$ cat config.mk
export PLATFORM = sky130hd
export DESIGN_NAME = udma_hyper_rx_packer
export DESIGN_NICKNAME = d
export VERILOG_FILES = /design/src/rtl/udma_hyper_rx_packer.sv
export SDC_FILE = /design/constraint.sdc
export NUM_CORES = 1
export LEC_CHECK = 0
export CORE_MARGIN = 3
export CORE_UTILIZATION = 50
export DETAILED_ROUTE_END_ITERATION = 6
export PLACE_DENSITY = 0.68
export SLEW_MARGIN = 10
export SYNTH_ARGS = -nofsm -noshare
export SYNTH_HDL_FRONTEND = slang
export SYNTH_SLANG_ARGS = --single-unit
$ cat constraint.sdc
create_clock -name sys_clk_i -period 10.93 [get_ports sys_clk_i]
set_input_delay 2.186 -clock sys_clk_i [delete_from_list [all_inputs] [get_ports sys_clk_i]]
set_output_delay 2.186 -clock sys_clk_i [all_outputs]
set_load 0.05 [all_outputs]
$ cat src/rtl/udma_hyper_rx_packer.sv
// HyperBus RX packer: collects 16-bit PHY beats into 8/16/32-bit elements
// and hands them to the uDMA RX channel through a small dual-write FIFO.
module udma_hyper_rx_packer #(
  parameter int FIFO_DEPTH = 4
) (
  input  logic        sys_clk_i,
  input  logic        rst_i,
  input  logic        cfg_start_i,
  input  logic [15:0] cfg_len_i,
  input  logic [1:0]  cfg_datasize_i,
  input  logic        cfg_clr_i,
  input  logic [15:0] phy_data_i,
  input  logic        phy_valid_i,
  output logic [31:0] data_rx_o,
  output logic        data_rx_valid_o,
  input  logic        data_rx_ready_i,
  output logic [1:0]  data_rx_datasize_o,
  output logic        busy_o,
  output logic        evt_done_o,
  output logic        evt_ovf_o,
  output logic        ovf_o
);

  localparam int AW = $clog2(FIFO_DEPTH);

  typedef enum logic [1:0] {
    IDLE,
    ACTIVE,
    FLUSH
  } state_t;

  state_t      state;
  logic [15:0] rem_cnt;
  logic [1:0]  dsize;
  logic [31:0] part;
  logic [1:0]  part_cnt;

  logic [31:0]   mem [FIFO_DEPTH];
  logic [AW-1:0] wr_ptr;
  logic [AW-1:0] rd_ptr;
  logic [AW:0]   count;

  logic        beat;
  logic        pop;
  logic [1:0]  n_acc;
  logic [2:0]  ew;
  logic [31:0] e;
  logic [2:0]  ec;
  logic [7:0]  bt;
  logic [1:0]  np;
  logic [31:0] pd0;
  logic [31:0] pd1;
  logic [AW:0] free;
  logic        ovf_beat;
  logic [1:0]  push_n;
  logic [15:0] rem_n;

  assign beat            = (state == ACTIVE) && phy_valid_i;
  assign data_rx_valid_o = (count != '0);
  assign pop             = data_rx_valid_o && data_rx_ready_i;
  assign data_rx_o       = mem[rd_ptr];
  assign data_rx_datasize_o = dsize;

  assign n_acc = (rem_cnt >= 16'd2) ? 2'd2 : rem_cnt[1:0];
  assign rem_n = rem_cnt - {14'd0, n_acc};

  always_comb begin
    case (dsize)
      2'b00:   ew = 3'd1;
      2'b01:   ew = 3'd2;
      default: ew = 3'd4;
    endcase
  end

  // Walk the (up to) two accepted bytes, closing an element when it is
  // full or when the transfer's last byte lands in it.
  always_comb begin
    e   = part;
    ec  = {1'b0, part_cnt};
    np  = 2'd0;
    pd0 = '0;
    pd1 = '0;
    bt  = '0;
    for (int k = 0; k < 2; k++) begin
      if (beat && (2'(k) < n_acc)) begin
        bt = (k == 0) ? phy_data_i[7:0] : phy_data_i[15:8];
        e[{ec[1:0], 3'b000} +: 8] = bt;
        ec = ec + 3'd1;
        if ((ec == ew) || (rem_cnt == 16'(k + 1))) begin
          if (np == 2'd0) pd0 = e;
          else pd1 = e;
          np = np + 2'd1;
          e  = '0;
          ec = '0;
        end
      end
    end
  end

  // A pop this cycle frees its slot for a push in the same cycle.
  assign free     = (AW+1)'(FIFO_DEPTH) - count + (AW+1)'(pop);
  assign ovf_beat = beat && ((AW+1)'(np) > free);
  assign push_n   = (beat && !ovf_beat) ? np : 2'd0;

  always_ff @(posedge sys_clk_i or posedge rst_i) begin
    if (rst_i) begin
      state      <= IDLE;
      rem_cnt    <= '0;
      dsize      <= '0;
      part       <= '0;
      part_cnt   <= '0;
      wr_ptr     <= '0;
      rd_ptr     <= '0;
      count      <= '0;
      busy_o     <= 1'b0;
      evt_done_o <= 1'b0;
      evt_ovf_o  <= 1'b0;
      ovf_o      <= 1'b0;
      for (int i = 0; i < FIFO_DEPTH; i++) mem[i] <= '0;
    end else begin
      evt_done_o <= 1'b0;
      evt_ovf_o  <= 1'b0;
      if (cfg_clr_i) begin
        state    <= IDLE;
        busy_o   <= 1'b0;
        rem_cnt  <= '0;
        part     <= '0;
        part_cnt <= '0;
        wr_ptr   <= '0;
        rd_ptr   <= '0;
        count    <= '0;
      end else begin
        if (push_n != 2'd0) mem[wr_ptr] <= pd0;
        if (push_n == 2'd2) mem[wr_ptr + AW'(1)] <= pd1;
        wr_ptr <= wr_ptr + AW'(push_n);
        if (pop) rd_ptr <= rd_ptr + AW'(1);
        count <= count + (AW+1)'(push_n) - (AW+1)'(pop);
        unique case (state)
          IDLE: begin
            if (cfg_start_i) begin
              if (cfg_len_i != 16'd0) begin
                state    <= ACTIVE;
                busy_o   <= 1'b1;
                rem_cnt  <= cfg_len_i;
                dsize    <= (cfg_datasize_i == 2'b11) ? 2'b10 : cfg_datasize_i;
                ovf_o    <= 1'b0;
                part     <= '0;
                part_cnt <= '0;
              end else begin
                evt_done_o <= 1'b1;
              end
            end
          end
          ACTIVE: begin
            if (beat) begin
              rem_cnt  <= rem_n;
              part     <= e;
              part_cnt <= ec[1:0];
              if (ovf_beat) begin
                ovf_o     <= 1'b1;
                evt_ovf_o <= 1'b1;
              end
              if (rem_n == 16'd0) state <= FLUSH;
            end
          end
          FLUSH: begin
            if (count == '0) begin
              state      <= IDLE;
              busy_o     <= 1'b0;
              evt_done_o <= 1'b1;
            end
          end
          default: begin
            state  <= IDLE;
            busy_o <= 1'b0;
          end
        endcase
      end
    end
  end

endmodule

; ---- Word-level counts from Yosys, hierarchy flattened
; Index checks and enable logic that the tools add are counted.
[totals]
wordCells = 175
ff_bits = 193
out_inout_bits = 39
inputBits = 40
[classes]
mux = 83
n_reduce_logical = 27
eq_ne = 19
n_shift = 4
bitwise_logic = 4
add_sub_neg = 13
order_cmp = 9
[ops]
columns = cell, n
row1 = $mux 32, 20
row2 = $mux 128, 3
row3 = $bwmux 128, 2
row4 = $demux 32 s2, 2
row5 = $bmux 32 s2, 1
row6 = $bwmux 32, 2
row7 = $mux 16, 4
row8 = $pmux 32 s2, 1
row9 = $shift 8x7->32 const A, 2
row10 = $shiftx 8x7->32, 2
row11 = $mux 2, 20
row12 = $pmux 16 s2, 1
row13 = $mux 1, 18
row14 = $eq 16x1->1 const B, 1
row15 = $eq 16x2->1 const B, 1
row16 = $ge 16x2->1 const B, 1
row17 = $logic_not 16->1, 1
row18 = $reduce_bool 16->1, 1
row19 = $sub 16x2->16, 1
row20 = $neg 5->7, 2
row21 = $ne 3x3->1 const B, 4
row22 = $reduce_and 4->1, 3
row23 = $ne 2x2->1 const B, 5
row24 = $ge 3x3->1 const B, 3
row25 = other kinds (32), 58

; ---- Logic depth before layout (Yosys ltp)
[logic_depth]
word_depth = 21
ltp_mapped = 37
mapped_depth_nobuf = 30

; ---- Worst setup path after synthesis
; No wires, ideal clock.
[synth_path]
kind = input port to flip-flop
from = input port phy_valid_i
to = register count[2]
setup_slack_ns = 2.080
n_path_buf = 8
setup_ns = 0.132
cell_stages = 35
t_arrival_ns = 8.718
required_time_ns = 10.798
cell_sequence = and3b_1 -> clkbuf_1 -> nand2_1 -> a211oi_1 -> clkbuf_1 -> clkbuf_1 -> a22oi_1 -> ha_1 -> clkbuf_1 -> inv_1 -> a222oi_1 -> a31o_2 -> o211ai_1 -> o21a_1 -> buf_6 -> inv_2 -> buf_4 -> buf_2 -> ha_1 -> clkbuf_1 -> a21boi_0 -> o21ai_1 -> ha_1 -> nor2b_1 -> o211ai_1 -> inv_1 -> nor2_1 -> inv_1 -> ha_1 -> inv_1 -> ha_1 -> inv_1 -> fa_1 -> xnor2_1 -> nor2_1
[synth_via]
elab_chain_len = 16
word_cells_on_any_way = 19
classes_between = add/sub: 4 / order compare: 1 / eq/ne: 1 / mux: 6 / reduce/logical: 7
[synth_lines]
columns = item, line_no
row1 = start: declaration, 13  ; input logic phy_valid_i,
row2 = $logic_and 1x1->1 (*), 58  ; assign beat = (state == ACTIVE) && phy_valid_i;
row3 = $logic_and 1x1->1, 85  ; if (beat && (2'(k) < n_acc)) begin
row4 = $mux 3, 85
row5 = $add 3x1->3, 88  ; ec = ec + 3'd1;
row6 = $eq 3x3->1, 89  ; if ((ec == ew) || (rem_cnt == 16'(k + 1))) begin
row7 = $logic_or 1x1->1, 89
row8 = $mux 2, 89
row9 = $mux 2, 85
row10 = $gt 2x3->1, 102  ; assign ovf_beat = beat && ((AW+1)'(np) > free);
row11 = $logic_and 1x1->1, 102
row12 = $logic_not 1->1, 103  ; assign push_n = (beat && !ovf_beat) ? np : 2'd0;
row13 = $logic_and 1x1->1, 103
row14 = $mux 2 (*), 103
row15 = $add 3x2->3 (*), 137  ; count <= count + (AW+1)'(push_n) - (AW+1)'(pop);
row16 = $sub 3x1->3 (*), 137
row17 = $mux 3 (*), 123  ; if (cfg_clr_i) begin
row18 = end signal: assignment, 137
row19 = end: declaration, 41  ; logic [AW:0] count;
; Mark *: on every way between the ends. The rest lies on a longest branch, timed or not.
; A chain may end at the register's enable or synchronous reset.

; ---- Worst setup path after layout
[layout_path]
from = input port phy_valid_i
to = register mem[84] (netlist name)
[layout_via]
elab_chain_len = 18
word_cells_on_any_way = 36
classes_between = add/sub: 3 / order compare: 1 / eq/ne: 2 / shift: 2 / mux: 19 / reduce/logical: 9
[layout_lines]
columns = item, line_no
row1 = $logic_and 1x1->1 (*), 58
row2 = $logic_and 1x1->1, 85
row3 = $mux 3, 85
row4 = $add 3x1->3, 88
row5 = $eq 3x3->1, 89
row6 = $logic_or 1x1->1, 89
row7 = $mux 2, 89
row8 = $mux 2, 85
row9 = (+2 left out), n/a
row10 = $logic_not 1->1, 103
row11 = $logic_and 1x1->1, 103
row12 = $mux 2, 103
row13 = $reduce_bool 2->1, 133  ; if (push_n != 2'd0) mem[wr_ptr] <= pd0;
row14 = $mux 128, 133
row15 = $mux 128, 123
row16 = $bwmux 128, 134  ; if (push_n == 2'd2) mem[wr_ptr + AW'(1)] <= pd1;
row17 = $mux 128 (*), 134
row18 = end signal: indexed assignment, 133
row19 = end signal: indexed assignment, 134
row20 = end: declaration, 38  ; logic [31:0] mem [FIFO_DEPTH];
; Mark *: on every way between the ends. The rest lies on a longest branch, timed or not. The select of a mux whose other input is x is not followed.

==> flow_metrics.py <==
metrics = {
    "outcome": {
        "status": "completed",
    },
    "critical_path": {
        "worstPathRequired_ps": 11230,
        "r2r_slack_ps": 2440,
        "worstReg2RegStart": "part_cnt[0]",
        "critical_path_arrival_ps": 9050,
        "crit_start": "phy_valid_i",
        "crit_type": "in -> reg",
        "r2r_cells": 25,
        "start_kind": "input port",
        "end_kind": "flip-flop",
        "critPathMaxFanout": 44,
        "cp-endpoint": "mem[84]",
        "worst_r2r_endpoint": "mem[84]",
    },
    "floorplan": {
        "dieWidth_um": 158.2,
        "die_area_mm2": 0.02503,
        "rows": 55,
        "ioPinCount": 79,
        "die_height_um": 158.2,
        "fp.coreArea_mm2": 0.02271,
        "initial_core_util_pct": 51.01,
    },
    "grt": {
        "track_usage_pct": 29.08,
        "antenna_found_initial": 0,
        "grt_pass1_vias": 9963,
        "grt_max_degree": 126,
        "grt_pass1_wl_mm": 56.79,
        "gr-total-overflow": 0,
    },
    "sta": {
        "finalCritPeriodShare_pct": 80.07,
        "setup_viol": 0,
        "max_clock_freq_ghz": 0.1143,
        "hold_slack_ps": 482.1,
        "setup-tns-final_ps": 0,
        "setup_ws_ps": 2178,
        "slew_viol_final": 0,
        "hold_viol_final": 0,
        "rsz0062_at_grt": "no",
        "tightestPinTransition_ps": 1268,
        "slew_headroom_pct": 15.02,
        "clock_skew_ps": 17.74,
        "fin_crit_ps": 8752,
    },
    "yosys": {
        "synth.top_cells.by_count": "dfrtp_1 (193), nor2_1 (95), clkbuf_1 (78)",
        "ys_ff_latch": 193,
        "yosys.area.top_type": "dfrtp_1",
        "synthTopCellsByArea": "dfrtp_1 (42%), mux4_2 (6.2%), nor2_1 (3.1%)",
        "synthFlopType": "dfrtp_1",
        "synth_edf_count": 0,
        "ys_types": 78,
        "ys_warn_count": 0,
        "synth_cells": 1197,
        "avgSynthCellArea_um2": 9.677,
        "netlist_area_mm2": 0.01158,
        "async_flop_share_pct": 100.0,
        "synth_most_common_cell": "dfrtp_1",
        "syn_nets": 1260,
        "synth_top_area_share_pct": 41.69,
        "yosysSeqAreaShare_pct": 41.69,
    },
    "routing": {
        "ant_nets": 0,
        "routed_via_density": 6.762,
        "routedWlPerCell_um": 23.54,
        "first_iter_violations": 1390,
        "top_layer_used": "met4",
        "vias": 10260,
        "met3WireLength_mm": 3.037,
        "drc_errors": 0,
        "route.met2.wl_mm": 16.10,
        "firstDrtPassIters": 7,
        "met1_length_mm": 15.90,
        "wirelength_mm": 35.72,
    },
    "layout": {
        "nets": 1282,
        "final_cells": 1517,
        "fin_util_pct": 57.99,
        "diodes": 0,
        "syn_to_final_growth_pct": 13.69,
        "final_area_mm2": 0.01317,
        "drive_gt1_share_pct": 10.15,
    },
    "placed_design": {
        "gp_congestion": 0.9483,
        "io_buffers": 78,
        "dp_slack_ps": 1871,
        "placed_area_mm2": 0.01258,
        "dp.cells": 1485,
        "place_hpwl_mm": 22.90,
    },
    "clock_network": {
        "clock_latency_ps": 450,
        "clk_path_buf_depth": 2,
        "cts_htree_levels": 4,
        "clock-sinks": 193,
        "clkTransAtPathRegs_ps": 80,
        "cts_inserted_buffers": 17,
        "cts_root_buf": "clkbuf_16",
        "cts_hold_buf": 0,
        "cts_tree": "done",
        "cts_setup_buffers": 0,
        "cts-resized-gates": 0,
    },
    "pwr": {
        "p_total_mw": 2.379,
        "peakVddDrop_uv": 113.0,
        "p_leak_nw": 5.338,
        "power.density_mw_per_mm2": 180.7,
    },
    "run": {
        "maxCapViolCount": 0,
    },
    "worst_hold_path": {
        "holdCritStartpoint": "ovf_o",
        "hp-class": "reg -> reg",
    },
}
## critical path, cell delays in order
cell and delay, ps:
clkdlybuf4s50_1 610, and3b_1 450, nand2_1 220, a211oi_4 190, buf_4 450, a22oi_1 230
ha_1 510, inv_1 80, a222oi_1 350, a31o_2 160, o211ai_1 100, o21a_2 260
inv_2 60, ha_1 320, a21boi_0 170, o21ai_1 290, ha_1 190, nor2b_1 40
o211ai_1 440, nor2b_1 310, nand3_1 190, nor2_1 850, o311a_1 340, a211oi_2 40
## where the power goes
| part | switching (mW) | leakage, nW | total [mW] | internal [mW] |
|---|---|---|---|---|
| Clock | 0.313 | 0.290 | 0.648 | 0.335 |
| Sequential | 0.0481 | 2.55 | 0.831 | 0.783 |
| Combinational | 0.572 | 2.50 | 0.900 | 0.328 |
| Total | 0.934 | 5.34 | 2.38 | 1.45 |
## flip-flops by register name, summed over array words and instances (netlist names), 2 cells and up
| register | cells |
|---|---|
| part_cnt | 2 |
| rem_cnt | 16 |
| rd_ptr | 2 |
| count | 3 |
| wr_ptr | 2 |
| part | 32 |
| state | 2 |
| mem | 128 |
| data_rx_datasize_o | 2 |
## routing by layer
layer | vias up | global-route usage (%)
met2 | 490 | 43.68
met5 | - | 0
met3 | 53 | 6.998
met1 | 5048 | 42.08
li1 | 4667 | -
met4 | 0 | 8.767
## final cells by class
| type | instances | area (µm²) |
|---|---|---|
| multi-input combinational | 823 | 6096 |
| clock buffer | 19 | 452.9 |
| sequential | 193 | 4832 |
| fill | 2001 | 9540 |
| timing repair buffer | 106 | 991.0 |
| tap | 285 | 356.6 |
| inverter | 78 | 300.3 |
| clock inverter | 13 | 140.1 |
## cells in the final DEF, fill, tap and decap left out, types with 29 or more instances in the layout
| cell type | synthesis | routed |
|---|---|---|
| a211oi_1 | 37 | 36 |
| clkdlybuf4s50_1 | 0 | 78 |
| inv_1 | 76 | 75 |
| o31a_1 | 31 | 31 |
| nand2_1 | 43 | 43 |
| nor3_1 | 30 | 29 |
| nand3_1 | 57 | 57 |
| nor2_1 | 95 | 95 |
| o21ai_1 | 32 | 32 |
| a31oi_1 | 35 | 35 |
| a21oi_1 | 32 | 32 |
| dfrtp_1 | 193 | 191 |
| o21ai_0 | 42 | 42 |
| mux4_2 | 32 | 32 |
## how the worst min path moves through the flow
stage / end / slack [ps] / cells past startpoint
floorplan: rem_cnt[12] / 440 / 2
global placement: ovf_o / 460 / 1
detailed placement: ovf_o / 470 / 1
CTS: ovf_o / 480 / 1
global route: ovf_o / 490 / 1
finish: ovf_o / 480 / 1
## kinds of logic (layout without fill, tap and decap cells)
kind of cell,Yosys count,in the layout,share of synthesized area [%]
simple gates,313,313,13.40
xor+xnor,9,9,0.6805
buf+inv,181,216,6.157
other cells,1,1,0.03237
compound gates,444,444,29.16
flops,193,193,41.69
fa+ha+maj,23,23,2.549
mux,33,33,6.319
No activity file was read; power rests on OpenSTA's default activity.
